==> config.mk <==
export PLATFORM = sky130hd
export DESIGN_NAME = mem_arbiter_flat
export DESIGN_NICKNAME = d
export VERILOG_FILES = /design/src/rtl/cbd_mem_pkg.sv /design/src/rtl/mem_arbiter_if.sv /design/src/rtl/mem_id_table.sv /design/src/rtl/mem_arbiter.sv /design/src/flat_wrapper.sv
export SDC_FILE = /design/constraint.sdc
export NUM_CORES = 1
export LEC_CHECK = 0
export BUFFER_PORTS_ARGS = -buffer_cell sky130_fd_sc_hd__buf_4
export CAP_MARGIN = 0
export CORE_AREA = 10 10 339 341
export CTS_BUF_LIST = sky130_fd_sc_hd__clkbuf_8 sky130_fd_sc_hd__clkbuf_16
export CTS_CLUSTER_DIAMETER = 200
export DETAILED_ROUTE_END_ITERATION = 8
export DIE_AREA = 0 0 349 351
export PLACE_DENSITY = 0.32
export SYNTH_ARGS = -nofsm -noshare
export SYNTH_HDL_FRONTEND = slang
export SYNTH_SLANG_ARGS = --single-unit
==> constraint.sdc <==
create_clock -name clk -period 2.85 [get_ports clk]
set_clock_uncertainty 0.1 [all_clocks]
set_input_delay 0.285 -clock clk [delete_from_list [all_inputs] [get_ports clk]]
set_output_delay 0.285 -clock clk [all_outputs]
set_load 0.005 [all_outputs]
==> src/rtl/cbd_mem_pkg.sv <==
`default_nettype none
// +--------------------------------------------------------------------+
// | cbd_mem_pkg : shared types for the line-fill memory arbiter         |
// | Rev 1.0                                                            |
// +--------------------------------------------------------------------+
package cbd_mem_pkg;

  localparam int PA_WIDTH_DEF   = 32;
  localparam int LINE_WIDTH_DEF = 256;
  localparam int ID_WIDTH_DEF   = 3;

  typedef enum logic [1:0] {
    ARB_IDLE = 2'd0,
    ARB_IC   = 2'd1,
    ARB_DC   = 2'd2
  } arb_state_t;

  typedef enum logic {
    OWN_IC = 1'b0,
    OWN_DC = 1'b1
  } owner_t;

  typedef struct packed {
    logic   valid;
    owner_t owner;
  } id_entry_t;

  localparam id_entry_t ENTRY_NONE = '{valid: 1'b0, owner: OWN_IC};

endpackage
`default_nettype wire

==> src/rtl/mem_arbiter_if.sv <==
`default_nettype none
// +--------------------------------------------------------------------+
// | mem_arbiter_if : one cache-side memory port; i_/o_ named from the   |
// | arbiter's point of view. Rev 1.0                                   |
// +--------------------------------------------------------------------+
interface mem_arbiter_if #(
  parameter int PA_WIDTH   = 32,
  parameter int LINE_WIDTH = 256,
  parameter int ID_WIDTH   = 3
);
  logic                  i_enable;
  logic [PA_WIDTH-1:0]   i_addr;
  logic                  i_ack;
  logic                  o_enable;
  logic [LINE_WIDTH-1:0] o_data;
  logic [ID_WIDTH-1:0]   o_id_request;
  logic [ID_WIDTH-1:0]   o_id_response;
  logic                  o_in_use;

  modport master (
    output i_enable, i_addr, i_ack,
    input  o_enable, o_data, o_id_request, o_id_response, o_in_use
  );

  modport slave (
    input  i_enable, i_addr, i_ack,
    output o_enable, o_data, o_id_request, o_id_response, o_in_use
  );
endinterface
`default_nettype wire

==> src/rtl/mem_id_table.sv <==
`default_nettype none
// +--------------------------------------------------------------------+
// | mem_id_table : per-ID ownership table with outstanding count        |
// | Rev 1.0                                                            |
// +--------------------------------------------------------------------+
module mem_id_table
  import cbd_mem_pkg::*;
#(
  parameter int ID_WIDTH = ID_WIDTH_DEF
) (
  input  logic                clk,
  input  logic                rst,
  input  logic                i_set_en,
  input  logic [ID_WIDTH-1:0] i_set_id,
  input  owner_t              i_set_owner,
  input  logic                i_clr_en,
  input  logic [ID_WIDTH-1:0] i_clr_id,
  input  logic [ID_WIDTH-1:0] i_req_id,
  output logic                o_req_busy,
  input  logic [ID_WIDTH-1:0] i_rsp_id,
  output id_entry_t           o_rsp_entry,
  output logic [ID_WIDTH:0]   o_count
);

  localparam int DEPTH = 1 << ID_WIDTH;
  localparam logic [ID_WIDTH:0] c_count_one = {{ID_WIDTH{1'b0}}, 1'b1};

  id_entry_t             table_q [DEPTH];
  id_entry_t             table_d [DEPTH];
  logic [ID_WIDTH:0]     count_q;
  logic [ID_WIDTH:0]     count_d;

  // Set is applied after clear so a same-ID collision leaves the new owner valid.
  always_comb begin
    table_d = table_q;
    if (i_clr_en) table_d[i_clr_id].valid = 1'b0;
    if (i_set_en) table_d[i_set_id] = '{valid: 1'b1, owner: i_set_owner};
  end

  always_comb begin
    count_d = count_q;
    case ({i_set_en, i_clr_en})
      2'b10:   count_d = count_q + c_count_one;
      2'b01:   count_d = count_q - c_count_one;
      default: count_d = count_q;
    endcase
  end

  always_ff @(posedge clk) begin
    if (rst) begin
      for (int i = 0; i < DEPTH; i++) table_q[i] <= ENTRY_NONE;
      count_q <= '0;
    end else begin
      table_q <= table_d;
      count_q <= count_d;
    end
  end

  assign o_req_busy  = table_q[i_req_id].valid;
  assign o_rsp_entry = table_q[i_rsp_id];
  assign o_count     = count_q;

endmodule
`default_nettype wire

==> src/rtl/mem_arbiter.sv <==
`default_nettype none
// +--------------------------------------------------------------------+
// | mem_arbiter : round-robin share of the line-fill port between ica   |
// | and dca, with tagged response routing. Rev 1.0                     |
// +--------------------------------------------------------------------+
module mem_arbiter
  import cbd_mem_pkg::*;
#(
  parameter int PA_WIDTH   = PA_WIDTH_DEF,
  parameter int LINE_WIDTH = LINE_WIDTH_DEF,
  parameter int ID_WIDTH   = ID_WIDTH_DEF
) (
  input  logic                  clk,
  input  logic                  rst,
  mem_arbiter_if.slave          ic,
  mem_arbiter_if.slave          dc,
  output logic                  o_mem_enable,
  output logic [PA_WIDTH-1:0]   o_mem_addr,
  output logic                  o_mem_ack,
  input  logic                  i_mem_enable,
  input  logic [LINE_WIDTH-1:0] i_mem_data,
  input  logic [ID_WIDTH-1:0]   i_mem_id_request,
  input  logic [ID_WIDTH-1:0]   i_mem_id_response,
  input  logic                  i_mem_in_use,
  output logic [ID_WIDTH:0]     o_outstanding,
  output logic                  o_err_orphan
);

  arb_state_t state_q;
  owner_t     last_win_q;
  logic       err_q;

  logic       grant_ic;
  logic       grant_dc;
  logic       granted_en;
  logic       id_busy;
  logic       accept;
  logic       hit;
  logic       orphan;
  owner_t     grant_owner;
  id_entry_t  rsp_entry;

  // Outputs are gated by rst so they are already quiet before the first reset edge.
  assign grant_ic    = !rst && (state_q == ARB_IC);
  assign grant_dc    = !rst && (state_q == ARB_DC);
  assign grant_owner = grant_dc ? OWN_DC : OWN_IC;
  assign granted_en  = (grant_ic && ic.i_enable) || (grant_dc && dc.i_enable);

  assign o_mem_enable = granted_en && !id_busy;
  assign o_mem_addr   = grant_dc ? dc.i_addr : ic.i_addr;
  assign accept       = o_mem_enable && !i_mem_in_use;

  assign ic.o_in_use = !(grant_ic && !id_busy && !i_mem_in_use);
  assign dc.o_in_use = !(grant_dc && !id_busy && !i_mem_in_use);

  assign hit    = !rst && i_mem_enable && rsp_entry.valid;
  assign orphan = i_mem_enable && !rsp_entry.valid;

  assign ic.o_enable = hit && (rsp_entry.owner == OWN_IC);
  assign dc.o_enable = hit && (rsp_entry.owner == OWN_DC);
  assign o_mem_ack   = (ic.o_enable && ic.i_ack) || (dc.o_enable && dc.i_ack);

  assign ic.o_data        = i_mem_data;
  assign dc.o_data        = i_mem_data;
  assign ic.o_id_request  = i_mem_id_request;
  assign dc.o_id_request  = i_mem_id_request;
  assign ic.o_id_response = i_mem_id_response;
  assign dc.o_id_response = i_mem_id_response;

  assign o_err_orphan = err_q;

  mem_id_table #(
    .ID_WIDTH (ID_WIDTH)
  ) u_id_table (
    .clk         (clk),
    .rst         (rst),
    .i_set_en    (accept),
    .i_set_id    (i_mem_id_request),
    .i_set_owner (grant_owner),
    .i_clr_en    (o_mem_ack),
    .i_clr_id    (i_mem_id_response),
    .i_req_id    (i_mem_id_request),
    .o_req_busy  (id_busy),
    .i_rsp_id    (i_mem_id_response),
    .o_rsp_entry (rsp_entry),
    .o_count     (o_outstanding)
  );

  // Grant is held until the request is accepted or withdrawn; ties go to the last loser.
  always_ff @(posedge clk) begin
    if (rst) begin
      state_q    <= ARB_IDLE;
      last_win_q <= OWN_DC;
      err_q      <= 1'b0;
    end else begin
      if (orphan) err_q <= 1'b1;
      case (state_q)
        ARB_IDLE: begin
          if (ic.i_enable && dc.i_enable)
            state_q <= (last_win_q == OWN_DC) ? ARB_IC : ARB_DC;
          else if (ic.i_enable)
            state_q <= ARB_IC;
          else if (dc.i_enable)
            state_q <= ARB_DC;
        end
        ARB_IC: begin
          if (accept) begin
            state_q    <= ARB_IDLE;
            last_win_q <= OWN_IC;
          end else if (!ic.i_enable) begin
            state_q <= ARB_IDLE;
          end
        end
        ARB_DC: begin
          if (accept) begin
            state_q    <= ARB_IDLE;
            last_win_q <= OWN_DC;
          end else if (!dc.i_enable) begin
            state_q <= ARB_IDLE;
          end
        end
        default: state_q <= ARB_IDLE;
      endcase
    end
  end

endmodule
`default_nettype wire

==> src/flat_wrapper.sv <==
// flat-port wrapper written by rule: the top's interface ports become plain ports
module mem_arbiter_flat import cbd_mem_pkg::*;
#(
  parameter int PA_WIDTH   = PA_WIDTH_DEF,
  parameter int LINE_WIDTH = LINE_WIDTH_DEF,
  parameter int ID_WIDTH   = ID_WIDTH_DEF
)
  (clk, rst, o_mem_enable, o_mem_addr, o_mem_ack, i_mem_enable, i_mem_data, i_mem_id_request, i_mem_id_response, i_mem_in_use, o_outstanding, o_err_orphan, ic_i_enable, ic_i_addr, ic_i_ack, ic_o_enable, ic_o_data, ic_o_id_request, ic_o_id_response, ic_o_in_use, dc_i_enable, dc_i_addr, dc_i_ack, dc_o_enable, dc_o_data, dc_o_id_request, dc_o_id_response, dc_o_in_use);
  mem_arbiter_if #(.PA_WIDTH(PA_WIDTH), .LINE_WIDTH(LINE_WIDTH), .ID_WIDTH(ID_WIDTH)) ic_i ();
  mem_arbiter_if #(.PA_WIDTH(PA_WIDTH), .LINE_WIDTH(LINE_WIDTH), .ID_WIDTH(ID_WIDTH)) dc_i ();
  input  logic clk;
  input  logic rst;
  output logic o_mem_enable;
  output logic [PA_WIDTH-1:0] o_mem_addr;
  output logic o_mem_ack;
  input  logic i_mem_enable;
  input  logic [LINE_WIDTH-1:0] i_mem_data;
  input  logic [ID_WIDTH-1:0] i_mem_id_request;
  input  logic [ID_WIDTH-1:0] i_mem_id_response;
  input  logic i_mem_in_use;
  output logic [ID_WIDTH:0] o_outstanding;
  output logic o_err_orphan;
  input wire logic [$bits(ic_i.i_enable)-1:0] ic_i_enable;
  input wire logic [$bits(ic_i.i_addr)-1:0] ic_i_addr;
  input wire logic [$bits(ic_i.i_ack)-1:0] ic_i_ack;
  output wire logic [$bits(ic_i.o_enable)-1:0] ic_o_enable;
  output wire logic [$bits(ic_i.o_data)-1:0] ic_o_data;
  output wire logic [$bits(ic_i.o_id_request)-1:0] ic_o_id_request;
  output wire logic [$bits(ic_i.o_id_response)-1:0] ic_o_id_response;
  output wire logic [$bits(ic_i.o_in_use)-1:0] ic_o_in_use;
  input wire logic [$bits(dc_i.i_enable)-1:0] dc_i_enable;
  input wire logic [$bits(dc_i.i_addr)-1:0] dc_i_addr;
  input wire logic [$bits(dc_i.i_ack)-1:0] dc_i_ack;
  output wire logic [$bits(dc_i.o_enable)-1:0] dc_o_enable;
  output wire logic [$bits(dc_i.o_data)-1:0] dc_o_data;
  output wire logic [$bits(dc_i.o_id_request)-1:0] dc_o_id_request;
  output wire logic [$bits(dc_i.o_id_response)-1:0] dc_o_id_response;
  output wire logic [$bits(dc_i.o_in_use)-1:0] dc_o_in_use;
  assign ic_i.i_enable = ic_i_enable;
  assign ic_i.i_addr = ic_i_addr;
  assign ic_i.i_ack = ic_i_ack;
  assign ic_o_enable = ic_i.o_enable;
  assign ic_o_data = ic_i.o_data;
  assign ic_o_id_request = ic_i.o_id_request;
  assign ic_o_id_response = ic_i.o_id_response;
  assign ic_o_in_use = ic_i.o_in_use;
  assign dc_i.i_enable = dc_i_enable;
  assign dc_i.i_addr = dc_i_addr;
  assign dc_i.i_ack = dc_i_ack;
  assign dc_o_enable = dc_i.o_enable;
  assign dc_o_data = dc_i.o_data;
  assign dc_o_id_request = dc_i.o_id_request;
  assign dc_o_id_response = dc_i.o_id_response;
  assign dc_o_in_use = dc_i.o_in_use;
  mem_arbiter #(.PA_WIDTH(PA_WIDTH), .LINE_WIDTH(LINE_WIDTH), .ID_WIDTH(ID_WIDTH)) u_core (.clk(clk), .rst(rst), .ic(ic_i), .dc(dc_i), .o_mem_enable(o_mem_enable), .o_mem_addr(o_mem_addr), .o_mem_ack(o_mem_ack), .i_mem_enable(i_mem_enable), .i_mem_data(i_mem_data), .i_mem_id_request(i_mem_id_request), .i_mem_id_response(i_mem_id_response), .i_mem_in_use(i_mem_in_use), .o_outstanding(o_outstanding), .o_err_orphan(o_err_orphan));
endmodule
-- Word-level counts from Yosys, hierarchy flattened
Index checks and enable logic that the tools add are counted.
- shifts and indexed selects: 0
- add/subtract/negate cells: 2
- reductions and logical operators: 33
- mux-type cells: 29
- div/mod/pow operators: 0
- multiply operators: 0
- equal/unequal tests: 9
- bitwise gates (word level): 3
- $lt $le $gt $ge: 4
- operators by type and width (operator ; count):
    $bwmux 16 ; 2
    $mux 16 ; 2
    $mux 32 ; 1
    $mux 2 ; 14
    $logic_and 1x1->1 ; 20
    $bmux 2 s3 ; 2
    $demux 2 s3 ; 2
    $ge 4x4->1 const B ; 2
    $lt 4x1->1 const B ; 2
    $not 3->4 ; 2
    $pmux 4 s2 ; 1
    $logic_not 1->1 ; 6
    $ne 3x3->1 const B ; 2
    $pmux 2 s3 ; 1
    $reduce_and 3->1 ; 2
    $add 4x1->4 const B ; 1
    $eq 2x1->1 const B ; 2
    $eq 2x2->1 const B ; 2
    $ne 2x2->1 const B ; 2
    $ne 4x3->1 const B ; 1
    $reduce_bool 2->1 ; 2
    $sub 4x1->4 const B ; 1
    $mux 1 ; 3
    $logic_not 2->1 ; 1
    3 further kinds ; 4
- logic and storage cells: 100
- ROM bits: 0
- output and inout bits: 567
- memories kept: 0
- bits in writable memories: 0
- bits of input ports: 334
- bits in latches: 0
- register bits: 24

-- Longest topological paths before layout
Gate-level depths: netlist of the first run.
- depth in word-level cells: 11
- mapped depth: 13
- depth with buffers taken out: 12

-- Cells and area by module
Synthesis of the first run repeated with hierarchy kept, for this count alone.
- cells, all modules: 697
- area, all modules: 5639.2 um2
- modules (own cells, without submodules) (module ; area each (um2) ; cells an instance ; sequential area each (um2) ; times used):
    mem_arbiter ; 4578.1 ; 589 ; 80.1 ; 1
    mem_id_table ; 1061.0 ; 108 ; 400.4 ; 1

-- Worst setup path after synthesis of the first run
OpenSTA, ideal clock, no wires.
- kind: input-to-reg
- from: input port i_mem_id_response[2]
- to: register u_core.u_id_table.count_q[2], in the netlist u_core.u_id_table.o_count[2]
- path slack: -0.283 ns
- buffers on the path: 1
- arrival time: 2.963 ns
- library setup time: 0.070 ns
- stages on the path: 12
- required time: 2.680 ns
- cell sequence: buf_2 -> mux4_2 -> mux2i_2 -> mux2i_2 -> nor2_1 -> ha_1 -> xor2_1 -> ha_1 -> a21oi_1 -> xor2_1 -> or3_1 -> a21oi_1
- word-level cells in the longest chain between the ends: 10
- elaborated cells between the ends (all ways): 15
- classes of those cells: eq/ne: 2; mux: 4; bitwise: 2; reduce/logical: 7
- RTL lines (element ; RTL line ; RTL):
    start, declared ; flat_wrapper.sv:19 ; input logic [ID_WIDTH-1:0] i_mem_id_response;
    $not 3->4 (implied by the code) * ; mem_id_table.sv:60 ; assign o_rsp_entry = table_q[i_rsp_id];
    $bmux 2 s3 * ; mem_id_table.sv:60 ;
    $mux 2 (implied by the code) * (2 in a row) ; mem_id_table.sv:60 ;
    $logic_and 1x1->1 or $not 1->1 (tied branches) ; mem_arbiter.sv:56, mem_arbiter.sv:59 ;
    $logic_and 1x1->1, on equally long branches ; mem_arbiter.sv:59, mem_arbiter.sv:60 ;
    $logic_and 1x1->1 ; mem_arbiter.sv:61 ; assign o_mem_ack = (ic.o_enable && ic.i_ack) || (dc.o_enable && dc.i_ack);
    $logic_or 1x1->1 * ; mem_arbiter.sv:61 ;
    net o_mem_ack ; flat_wrapper.sv:15 ; output logic o_mem_ack;
    $eq 2x1->1 or $eq 2x2->1 (tied branches) ; mem_id_table.sv:42 ; case ({i_set_en, i_clr_en})
    $pmux 4 s2 or $reduce_bool 2->1 (tied branches) ; -- ;
    end signal, assigned ; mem_id_table.sv:55 ; count_q <= count_d;
    end, declared ; mem_id_table.sv:30 ; logic [ID_WIDTH:0] count_q;
Mark *: on every way through the listed nets, which the timed path passes. The rest lies on a longest branch. The select of a mux whose other input is x is not followed.
A chain may end at the register's enable or synchronous reset.

-- Worst setup path after layout of the first run
- from: register u_core.u_id_table.table_q[7] in the netlist's numbering
- to: register u_core.u_id_table.count_q[3], in the netlist u_core.u_id_table.o_count[3]
- word-level cells in the longest chain between the ends: 9
- elaborated cells between the ends (all ways): 19
- classes of those cells: eq/ne: 2; mux: 7; reduce/logical: 10
- RTL lines (element ; RTL line ; RTL):
    start, declared ; mem_id_table.sv:28 ; id_entry_t table_q [DEPTH];
    start signal, assigned ; mem_id_table.sv:54 ; table_q <= table_d;
    $bmux 2 s3 ; mem_id_table.sv:60 ;
    $mux 2 (implied by the code) (2 in a row) ; mem_id_table.sv:60 ;
    $logic_and 1x1->1 ; mem_arbiter.sv:56 ; assign hit = !rst && i_mem_enable && rsp_entry.valid;
    $logic_and 1x1->1, on equally long branches ; mem_arbiter.sv:59, mem_arbiter.sv:60 ;
    $logic_and 1x1->1 ; mem_arbiter.sv:61 ;
    $logic_or 1x1->1 ; mem_arbiter.sv:61 ;
    $eq 2x1->1 or $eq 2x2->1 (tied branches) ; mem_id_table.sv:42 ;
    $pmux 4 s2 or $reduce_bool 2->1 (tied branches) ; -- ;
Parallel ways exist; a longest one is shown, timed or not. The select of a mux whose other input is x is not followed.

==> impl_metrics.json, run 1 <==
{
  "synth_async_sr_flop_share_pct": 0,
  "synth_largest_area_cell": "buf_4",
  "finalCritPeriodShare_pct": 99.1,
  "path_common_cell": "mux2i_1",
  "clock_buffer_count_from_cts": 3,
  "ys_seq_elements": 24,
  "fill_cells": 12900,
  "place.gp.congestion": 0.734,
  "synthesis.area_mm2": 0.00586,
  "hold_buffers": 0,
  "power_frac_comb_pct": 39.1,
  "critical_path_data_arrival_time_ps": 2920,
  "drive_gt1_share_pct": 61.2,
  "setup.worst_path.end_class": "flip-flop",
  "layout-area-overhead-vs-synth_pct": -13.5,
  "synth.cells.most_frequent": "524 x buf_4, 32 x mux2_2, 24 x dfxtp_1",
  "route.final.wire_length_um": 36100,
  "worstPathCellList": "mux2i_1 -> mux4_2 -> or3b_4 -> nor2_4 -> ha_2 -> mux2i_1 -> a221oi_2 -> or4_4 -> a21oi_2",
  "synth-edff-count": 0,
  "groute.usage.overall_pct": 5.43,
  "synth_top_area_share_pct": 67.2,
  "timing.critical_path.slowest_stage_cell": "mux4_2",
  "first_global_vias": 3409,
  "clk_pin_slew_worst_paths_ps": 70,
  "switchingPower_uw": 399,
  "layout.cells.non_filler": 1788,
  "cell_internal_pwr_uw": 874,
  "utilization_pct": 4.69,
  "insertion_delay_ps": 260,
  "path_class": "reg -> reg",
  "post_synth.cell_area_avg_um2": 7.87,
  "floorplan.initialDensity_pct": 5.42,
  "clock_sink_count": 24,
  "grt_setup_unrepaired": "true",
  "max-vdd-ir-drop_uv": 202,
  "timing.critical_path.fanout_max": 4,
  "crit_required_ps": 2950,
  "drc_errors": 0,
  "cellLeakagePower_uw": 0.00148,
  "pre_cts_slack_ps": -141,
  "final-seq-area_um2": 483,
  "worst_case_setup_margin_in_the_final_layout_ps": 25.7,
  "cts_buffer_depth": 2,
  "std_cell_rows": 121,
  "io_buffers": 132,
  "drtPass1Iterations": 4,
  "crit_path_buffers_inverters": 0,
  "ant_cells": 0,
  "post_synth_num_cell_types": 42,
  "die-area_mm2": 0.122,
  "finalHoldWorstSlack_ps": 177,
  "swShare_pct": 31.3,
  "htreeDepth": 1,
  "cellPowerDensity_mw_per_mm2": 251,
  "top_level_ports": 901,
  "mean_number_of_vias_per_cell": 1.71,
  "worst_setup_start_kind": "flip-flop",
  "drt_iter0_markers": 178,
  "post-route-min-period_ps": 2820,
  "max-cap-violations": 0,
  "hp-class": "in -> reg",
  "grt_pass1_wl_um": 42800,
  "worst_path_largest_cell_delay_ps": 490,
  "power.share.clock_pct": 32.8,
  "antenna_found_initial": 5,
  "report.final.setup_viol": 0,
  "top_post_synthesis_cells_by_area": "buf_4 67%, dfxtp_1 8.2%, mux2_2 6.2%",
  "numPlacedInstances": 1783,
  "run_status": "complete, no violations",
  "route.vias.total": 3060,
  "critical_path.top_delay_family": "simple AND/OR/NAND/NOR gates",
  "nets_in_the_synthesized_netlist": 1084,
  "seq_power_share_pct": 28.1,
  "final_antenna_net_count": 0,
  "maxClockFrequency_mhz": 354,
  "synth.yosys.seq_area_share_pct": 8.20,
  "synth_most_common_cell": "buf_4",
  "largest_net_degree_at_the_start_of_global_routing": 34,
  "worst_slew_margin_rel_pct": 46.2,
  "worst_slew_pin_slew_ps": 799,
  "syn-instance-count": 744,
  "finalMaxSlewViolations": 0,
  "die-height_um": 351,
  "horizontal_die_dimension_um": 349,
  "core_mm2": 0.108,
  "cts.root.buffer_cell": "clkbuf_16",
  "multi_input_comb_area_mm2": 0.00140,
  "routed_wire_length_per_instance_um": 20.2,
  "postSynth.topFlopCell": "dfxtp_1",
  "setup_total_negative_slack_ps": 0,
  "cts_tree": "yes",
  "ys.warnings.count": 0,
  "grt_overflow": 0,
  "post-dp-hpwl_um": 32700,
  "report.final.hold_viol_count": 0,
  "nNetsFinal": 715
}
## area by class of cell
| class | instances | share of cell area, % |
|---|---|---|
| Tap cell | 1414 | 34.9 |
| Multi-Input combinational cell | 166 | 27.6 |
| Timing Repair Buffer | 166 | 24.9 |
| Sequential cell | 24 | 9.53 |
| Clock buffer | 3 | 1.48 |
| Inverter | 14 | 1.04 |
| Clock inverter | 1 | 0.592 |
## sequential cells by signal (all words and copies together) (netlist names)
signal and cells:
u_core.u_id_table.table_q 16, u_core.u_id_table.o_count 4, u_core.state_q 2, u_core.last_win_q 1
u_core.o_err_orphan 1
## metrics by stage
| step | cell area, um2 | power (uW) |
|---|---|---|
| after CTS | 5030 | 1310 |
| after detailed placement | 4920 | 881 |
| after global routing | 5070 | 1360 |
| after global placement | 4920 | 879 |
| final | 5070 | 1270 |
| after floorplan | 5910 | 1130 |
## worst paths after layout
check / startpoint / end / slack (ps) / cells after the start
hold reg to reg: u_core.u_id_table.table_q[0] / u_core.u_id_table.table_q[0] / 380 / 2
hold / removal: i_mem_enable / u_core.o_err_orphan / 180 / 3
setup reg to reg: u_core.u_id_table.table_q[7] / u_core.u_id_table.o_count[3] / 30 / 9
setup / recovery: u_core.u_id_table.table_q[7] / u_core.u_id_table.o_count[3] / 30 / 9
## worst min-delay path, delay by kind of cell
kind | cells | cell delay [ps]
AND/OR/NAND/NOR | 1 | 70
buffers and inverters | 1 | 90
AO/OA/AOI/OAI | 1 | 50
## per-layer routing
layer	vias to the layer above	global-route usage (%)	share of wire [%]
met5	-	1.69	0.87
met4	10	3.71	7.5
met3	178	6.20	25
met2	537	6.68	36
met1	1209	4.92	31
li1	1126	-	-
## placed cells by master, fill, tap and decap left out, types with 3 or more instances in the layout
cell type / count
nor2_1: 8
nand2_1: 7
dfxtp_1: 22
nand2b_1: 4
clkbuf_16: 3
a21oi_1: 17
nand3_1: 9
inv_1: 14
mux4_2: 3
a21oi_2: 3
buf_4: 164
nor2b_1: 3
mux2_2: 32
o21ai_0: 10
mux2i_1: 8
or3_1: 3
a211oi_1: 6
nor4_1: 8
a311oi_1: 5
ha_1: 3
nor3_1: 3
or2_2: 3
## power groups by stage
stage | Combinational [uW] | Sequential, uW | Clock [uW]
after floorplan | 766 | 361 | 0
after global placement | 514 | 364 | 0
after detailed placement | 516 | 365 | 0
after CTS | 519 | 357 | 437
after global routing | 547 | 359 | 449
final | 498 | 358 | 417
## logic make-up after synthesis
| group | share of synthesized area [%] |
|---|---|
| mux | 9.14 |
| compound gates | 5.60 |
| simple gates | 6.09 |
| flops | 8.20 |
| fa+ha+maj | 1.28 |
| buf+inv | 69.2 |
| xor+xnor | 0.449 |
## what timing repair did
item	in CTS	in global routing
setup buffers	0	1
setup endpoints to repair	2	2
pin swaps	0	2
gates resized for setup	2	9
Note: power is estimated with default switching activity, not from simulation.
==> run 2, diff against run 1 <==
==> constraint.sdc (replaced) <==
create_clock -name clk -period 2.85 [get_ports clk]
set_clock_uncertainty 0.1 [all_clocks]
set_input_delay 0.1425 -clock clk [delete_from_list [all_inputs] [get_ports clk]]
set_output_delay 0.1425 -clock clk [all_outputs]
set_load 0.005 [all_outputs]
==> impl_metrics.json, run 2 (synthesis results as in run 1) <==
{
  "run_status": "complete, but fails checks",
  "failing_checks": "setup timing",
  "route.vias.total": 3061,
  "core_mm2": 0.108,
  "drtPass1Iterations": 4,
  "totalPowerFinal_uw": 1270,
  "finalCritPeriodShare_pct": 100,
  "met3_usage_pct": 6.65,
  "crit_path_buffers_inverters": 2,
  "finalMaxSlewViolations": 0,
  "floorplan.initialDensity_pct": 5.42,
  "setup.worst_path.end_class": "flip-flop",
  "min_delay_worst_endpoint": "u_core.o_err_orphan",
  "htreeDepth": 1,
  "critical_path.top_delay_family": "multiplexers",
  "drt_iter0_markers": 204,
  "r2r-end": "u_core.u_id_table.o_count[3]",
  "mean_number_of_vias_per_cell": 1.71,
  "std_cell_rows": 121,
  "route.final.wire_length_um": 36000,
  "path_class": "reg -> reg",
  "post-route-min-period_ps": 2860,
  "report.final.setup_viol": 1,
  "clk_pin_slew_worst_paths_ps": 70,
  "drive_gt1_share_pct": 62.2,
  "critical_path_data_arrival_time_ps": 2970,
  "utilization_pct": 4.71,
  "hp-class": "in -> reg",
  "clock_sink_count": 24,
  "worstHoldPathCells": 3,
  "maxClockFrequency_mhz": 349,
  "cts_tree": "yes",
  "drc_errors": 0,
  "grt_most_used_layer": "met2",
  "worst_slew_pin_slew_ps": 776,
  "horizontal_die_dimension_um": 349,
  "post-route-cell-area_mm2": 0.00509,
  "routed_wire_length_per_instance_um": 20.1,
  "final_antenna_net_count": 0,
  "rr_startpoint": "u_core.u_id_table.table_q[4]",
  "fill_cells": 12900,
  "cts_buffer_depth": 2,
  "grt_overflow": 0,
  "seq_power_share_pct": 28.2,
  "worst_case_setup_margin_in_the_final_layout_ps": -12.1,
  "worst_path_largest_cell_delay_ps": 490,
  "power.share.clock_pct": 33.0,
  "timing.critical_path.slowest_stage_cell": "mux4_2",
  "cts.root.buffer_cell": "clkbuf_16",
  "insertion_delay_ps": 270,
  "gr-usage-met2_pct": 7.17,
  "cellLeakagePower_uw": 0.00150,
  "hold_buffers": 0,
  "antenna_found_initial": 4,
  "worstPathCellList": "mux4_2 -> mux2i_4 -> mux2i_4 -> nor2_4 -> buf_4 -> ha_4 -> buf_4 -> o31a_1 -> or4_1 -> a21oi_1",
  "io_buffers": 132,
  "nNetsFinal": 717,
  "hold_start": "i_mem_enable",
  "largest_register_ffs": 16,
  "worst_slew_margin_rel_pct": 47.6,
  "worstRegToRegCells": 10,
  "die-area_mm2": 0.122,
  "crit_required_ps": 2960,
  "dpl_cell_area_mm2": 0.00490,
  "top_level_ports": 901,
  "post-dp-hpwl_um": 32400,
  "first_global_vias": 3290,
  "ff2ff_setup_slack_ps": -10,
  "timing.critical_path.fanout_max": 3,
  "max-vdd-ir-drop_uv": 215,
  "most-common-layout-cells": "167 x buf_4, 32 x mux2_2, 19 x a21oi_1",
  "final_common_cell": "buf_4",
  "largest_register": "u_core.u_id_table.table_q",
  "swShare_pct": 31.5,
  "grt_setup_unrepaired": "true",
  "grt_pass1_wl_um": 42100,
  "switchingPower_uw": 400,
  "cellPowerDensity_mw_per_mm2": 249,
  "finalHoldWorstSlack_ps": 14.6,
  "use_met1_pct": 4.32,
  "clock_buffer_count_from_cts": 3,
  "worst_setup_start_kind": "flip-flop",
  "groute.usage.overall_pct": 5.40,
  "largest_net_degree_at_the_start_of_global_routing": 34,
  "max-cap-violations": 0,
  "place.gp.congestion": 0.718,
  "power_frac_comb_pct": 38.9,
  "report.final.hold_viol_count": 0,
  "cell_internal_pwr_uw": 869,
  "die-height_um": 351,
  "layout-area-overhead-vs-synth_pct": -13.1,
  "pre_cts_slack_ps": -86.0
}
-- run 2: worst register-to-register path, stage by stage, from the launching register on --
cell and delay, ps:
dfxtp_2 320, mux4_2 490, mux2i_4 220, mux2i_4 300
nor2_4 70, buf_4 150, ha_4 150, buf_4 140
o31a_1 250, or4_1 470, a21oi_1 140
-- run 2: final cells by class --
type,instances,area [um2],area share [%]
clock buffer,3,75.1,1.47
clock inverter,1,30.0,0.590
timing repair buffer,168,1270,25.0
multi-input combinational,166,1400,27.5
antenna,1,2.50,0.0492
sequential,24,490,9.63
inverter,14,52.6,1.03
tap,1414,1770,34.8
-- run 2: power by group through the flow --
stage	Combinational, uW	Sequential, uW	Clock (uW)
2_1_floorplan	764	361	0
3_5_place_dp	502	365	0
5_1_grt	528	359	440
6_report	493	357	418
3_3_place_gp	500	365	0
4_1_cts	506	357	431
-- run 2: per-stage QoR --
stage / cells / TNS, ps
floorplan: 744 / 0
global placement: 1783 / -69.4
detailed placement: 1783 / -102
CTS: 1788 / 0
global route: 1791 / -205
finish: 1791 / -12.1
-- run 2: worst max path at each step --
| stage | from | to | slack, ps | cells after the start |
|---|---|---|---|---|
| floorplan | i_mem_id_response[2] | u_core.u_id_table.o_count[2] | 20 | 12 |
| global placement | i_mem_id_response[2] | u_core.u_id_table.o_count[3] | -50 | 11 |
| detailed placement | i_mem_id_response[0] | u_core.u_id_table.o_count[3] | -90 | 11 |
| CTS | u_core.u_id_table.table_q[5] | u_core.u_id_table.o_count[3] | 4 | 10 |
| global route | u_core.u_id_table.table_q[0] | u_core.u_id_table.o_count[3] | -110 | 10 |
| finish | u_core.u_id_table.table_q[4] | u_core.u_id_table.o_count[3] | -10 | 10 |
-- run 2: timing repair --
item | CTS | global route
buffers inserted | 1 | 2
pin swaps | 2 | 5
setup endpoints to repair | 2 | 2
gates resized for setup | 3 | 15
-- run 2: layer usage --
| metal | part of all wire (%) | wire length [um] |
|---|---|---|
| met1 | 27 | 9890 |
| met2 | 40 | 14300 |
| met3 | 25 | 9170 |
| met4 | 7.3 | 2630 |
| met5 | 0.047 | 17 |
==> run 3, diff against run 2 <==
GPL_ROUTABILITY_DRIVEN = 0   (was not set)
REMOVE_ABC_BUFFERS = 1   (was not set)
==> impl_metrics.json, run 3 (synthesis results as in run 1) <==
{
  "multi_input_comb_area_mm2": 0.00137,
  "htreeDepth": 1,
  "post-dp-hpwl_um": 152000,
  "max-vdd-ir-drop_uv": 146,
  "cts_buffer_depth": 2,
  "mean_number_of_vias_per_cell": 2.41,
  "nNetsFinal": 712,
  "layout-area-overhead-vs-synth_pct": -14.2,
  "finalHoldWorstSlack_ps": 31.7,
  "crit_required_ps": 2950,
  "largest_register_ffs": 16,
  "worst_setup_start_kind": "flip-flop",
  "route.final.wire_length_um": 160000,
  "clk_pin_slew_worst_paths_ps": 70,
  "final_antenna_net_count": 0,
  "io_buffers": 132,
  "finalMaxSlewViolations": 0,
  "first_global_vias": 3552,
  "final_common_cell": "buf_4",
  "worstHoldPathCells": 3,
  "drtPass1Iterations": 4,
  "worst_slew_pin_slew_ps": 815,
  "worst_slew_margin_rel_pct": 45.0,
  "drive_gt1_share_pct": 61.5,
  "antenna_found_initial": 5,
  "insertion_delay_ps": 270,
  "clock_sink_count": 24,
  "worst_path_largest_cell_delay_ps": 510,
  "top_level_ports": 901,
  "setup.worst_path.end_class": "flip-flop",
  "dpl_cell_area_mm2": 0.00485,
  "cellLeakagePower_uw": 0.00148,
  "horizontal_die_dimension_um": 349,
  "report.final.hold_viol_count": 0,
  "drc_errors": 0,
  "grt_overflow": 0,
  "largest_register": "u_core.u_id_table.table_q",
  "cellPowerDensity_mw_per_mm2": 241,
  "routed_wire_length_per_instance_um": 89.5,
  "path_class": "reg -> reg",
  "groute.usage.overall_pct": 25.0,
  "fill_cells": 12900,
  "clock_buffer_count_from_cts": 3,
  "post-route-min-period_ps": 2800,
  "timing.critical_path.fanout_max": 4,
  "grt_setup_unrepaired": "true",
  "worstPathCellList": "mux2i_1 -> mux4_2 -> or3b_4 -> nor2_4 -> ha_4 -> buf_4 -> nand2_2 -> mux2i_2 -> a221oi_2 -> or4_1 -> a21oi_1",
  "run_status": "complete, no violations",
  "std_cell_rows": 121,
  "timing.critical_path.slowest_stage_cell": "mux4_2",
  "final-seq-area_um2": 490,
  "route.vias.total": 4313,
  "drt_iter0_markers": 513,
  "most-common-layout-cells": "162 x buf_4, 32 x mux2_2, 20 x a21oi_1",
  "cts_tree": "yes",
  "max-cap-violations": 0,
  "grt_pass1_wl_um": 168000,
  "maxClockFrequency_mhz": 357,
  "critical_path_data_arrival_time_ps": 2900,
  "core_mm2": 0.108,
  "post-route-cell-area_mm2": 0.00502,
  "largest_net_degree_at_the_start_of_global_routing": 20,
  "floorplan.initialDensity_pct": 5.42,
  "hp-class": "in -> reg",
  "die-height_um": 351,
  "worstRegToRegCells": 11,
  "finalCritPeriodShare_pct": 98.3,
  "cts.root.buffer_cell": "clkbuf_16",
  "report.final.setup_viol": 0,
  "die-area_mm2": 0.122
}
[run 3: changes by cell type in the layout (fill, tap and decap cells not counted), sizes merged]
cell and change:
diode +1, buf -5
[run 3: layout make-up]
cell class / instances / area share [%]
well taps: 1414 / 35.2
multi-input cells: 166 / 27.3
repair buffers: 163 / 24.4
flip-flops and latches: 24 / 9.76
clock buffers: 3 / 1.49
inverters: 14 / 1.05
clock inverters: 1 / 0.598
diodes: 2 / 0.0996
[run 3: power breakdown]
part           internal, uW  switching [uW]
registers               348            8.49
logic                   235             202
clock network           280             138
[run 3: timing repair]
| item | in CTS | in global routing |
|---|---|---|
| cloned | 0 | 0 |
| setup endpoints to repair | 2 | 2 |
| hold buffers | 0 | 0 |
| gates resized for setup | 14 | 5 |
| pin swaps | 7 | 3 |
| buffers inserted | 2 | 0 |
[run 3: worst paths after layout]
path | from | endpoint | slack (ps)
max | u_core.u_id_table.table_q[3] | u_core.u_id_table.o_count[3] | 50
min | i_mem_enable | u_core.o_err_orphan | 30
max reg2reg | u_core.u_id_table.table_q[3] | u_core.u_id_table.o_count[3] | 50
min reg2reg | u_core.u_id_table.table_q[12] | u_core.u_id_table.table_q[12] | 370
[run 3: layer usage]
layer,global-route usage [%],part of all wire [%]
met1,10.2,15
met2,41.5,47
met3,31.6,27
met4,20.9,10
met5,16.6,1.8
[run 3: metrics by stage]
step	worst slack [ps]	utilization, %	instances	TNS, ps	total power (uW)
after global placement	-117	4.49	1781	-207	810
after CTS	36.1	4.63	1785	0	1240
final	49.0	4.65	1787	0	1210
after floorplan	-430	-	204	-806	512
after detailed placement	-157	4.49	1781	-204	811
after global routing	-106	4.65	1786	-190	1280
[run 3: worst max-delay path, delay by kind of cell, from the launching register on]
kind / cells / cell delay (ps)
simple gates: 4 / 1050
buf+inv: 1 / 130
flops: 1 / 340
fa+ha+maj: 1 / 150
compound gates: 2 / 220
mux: 3 / 750
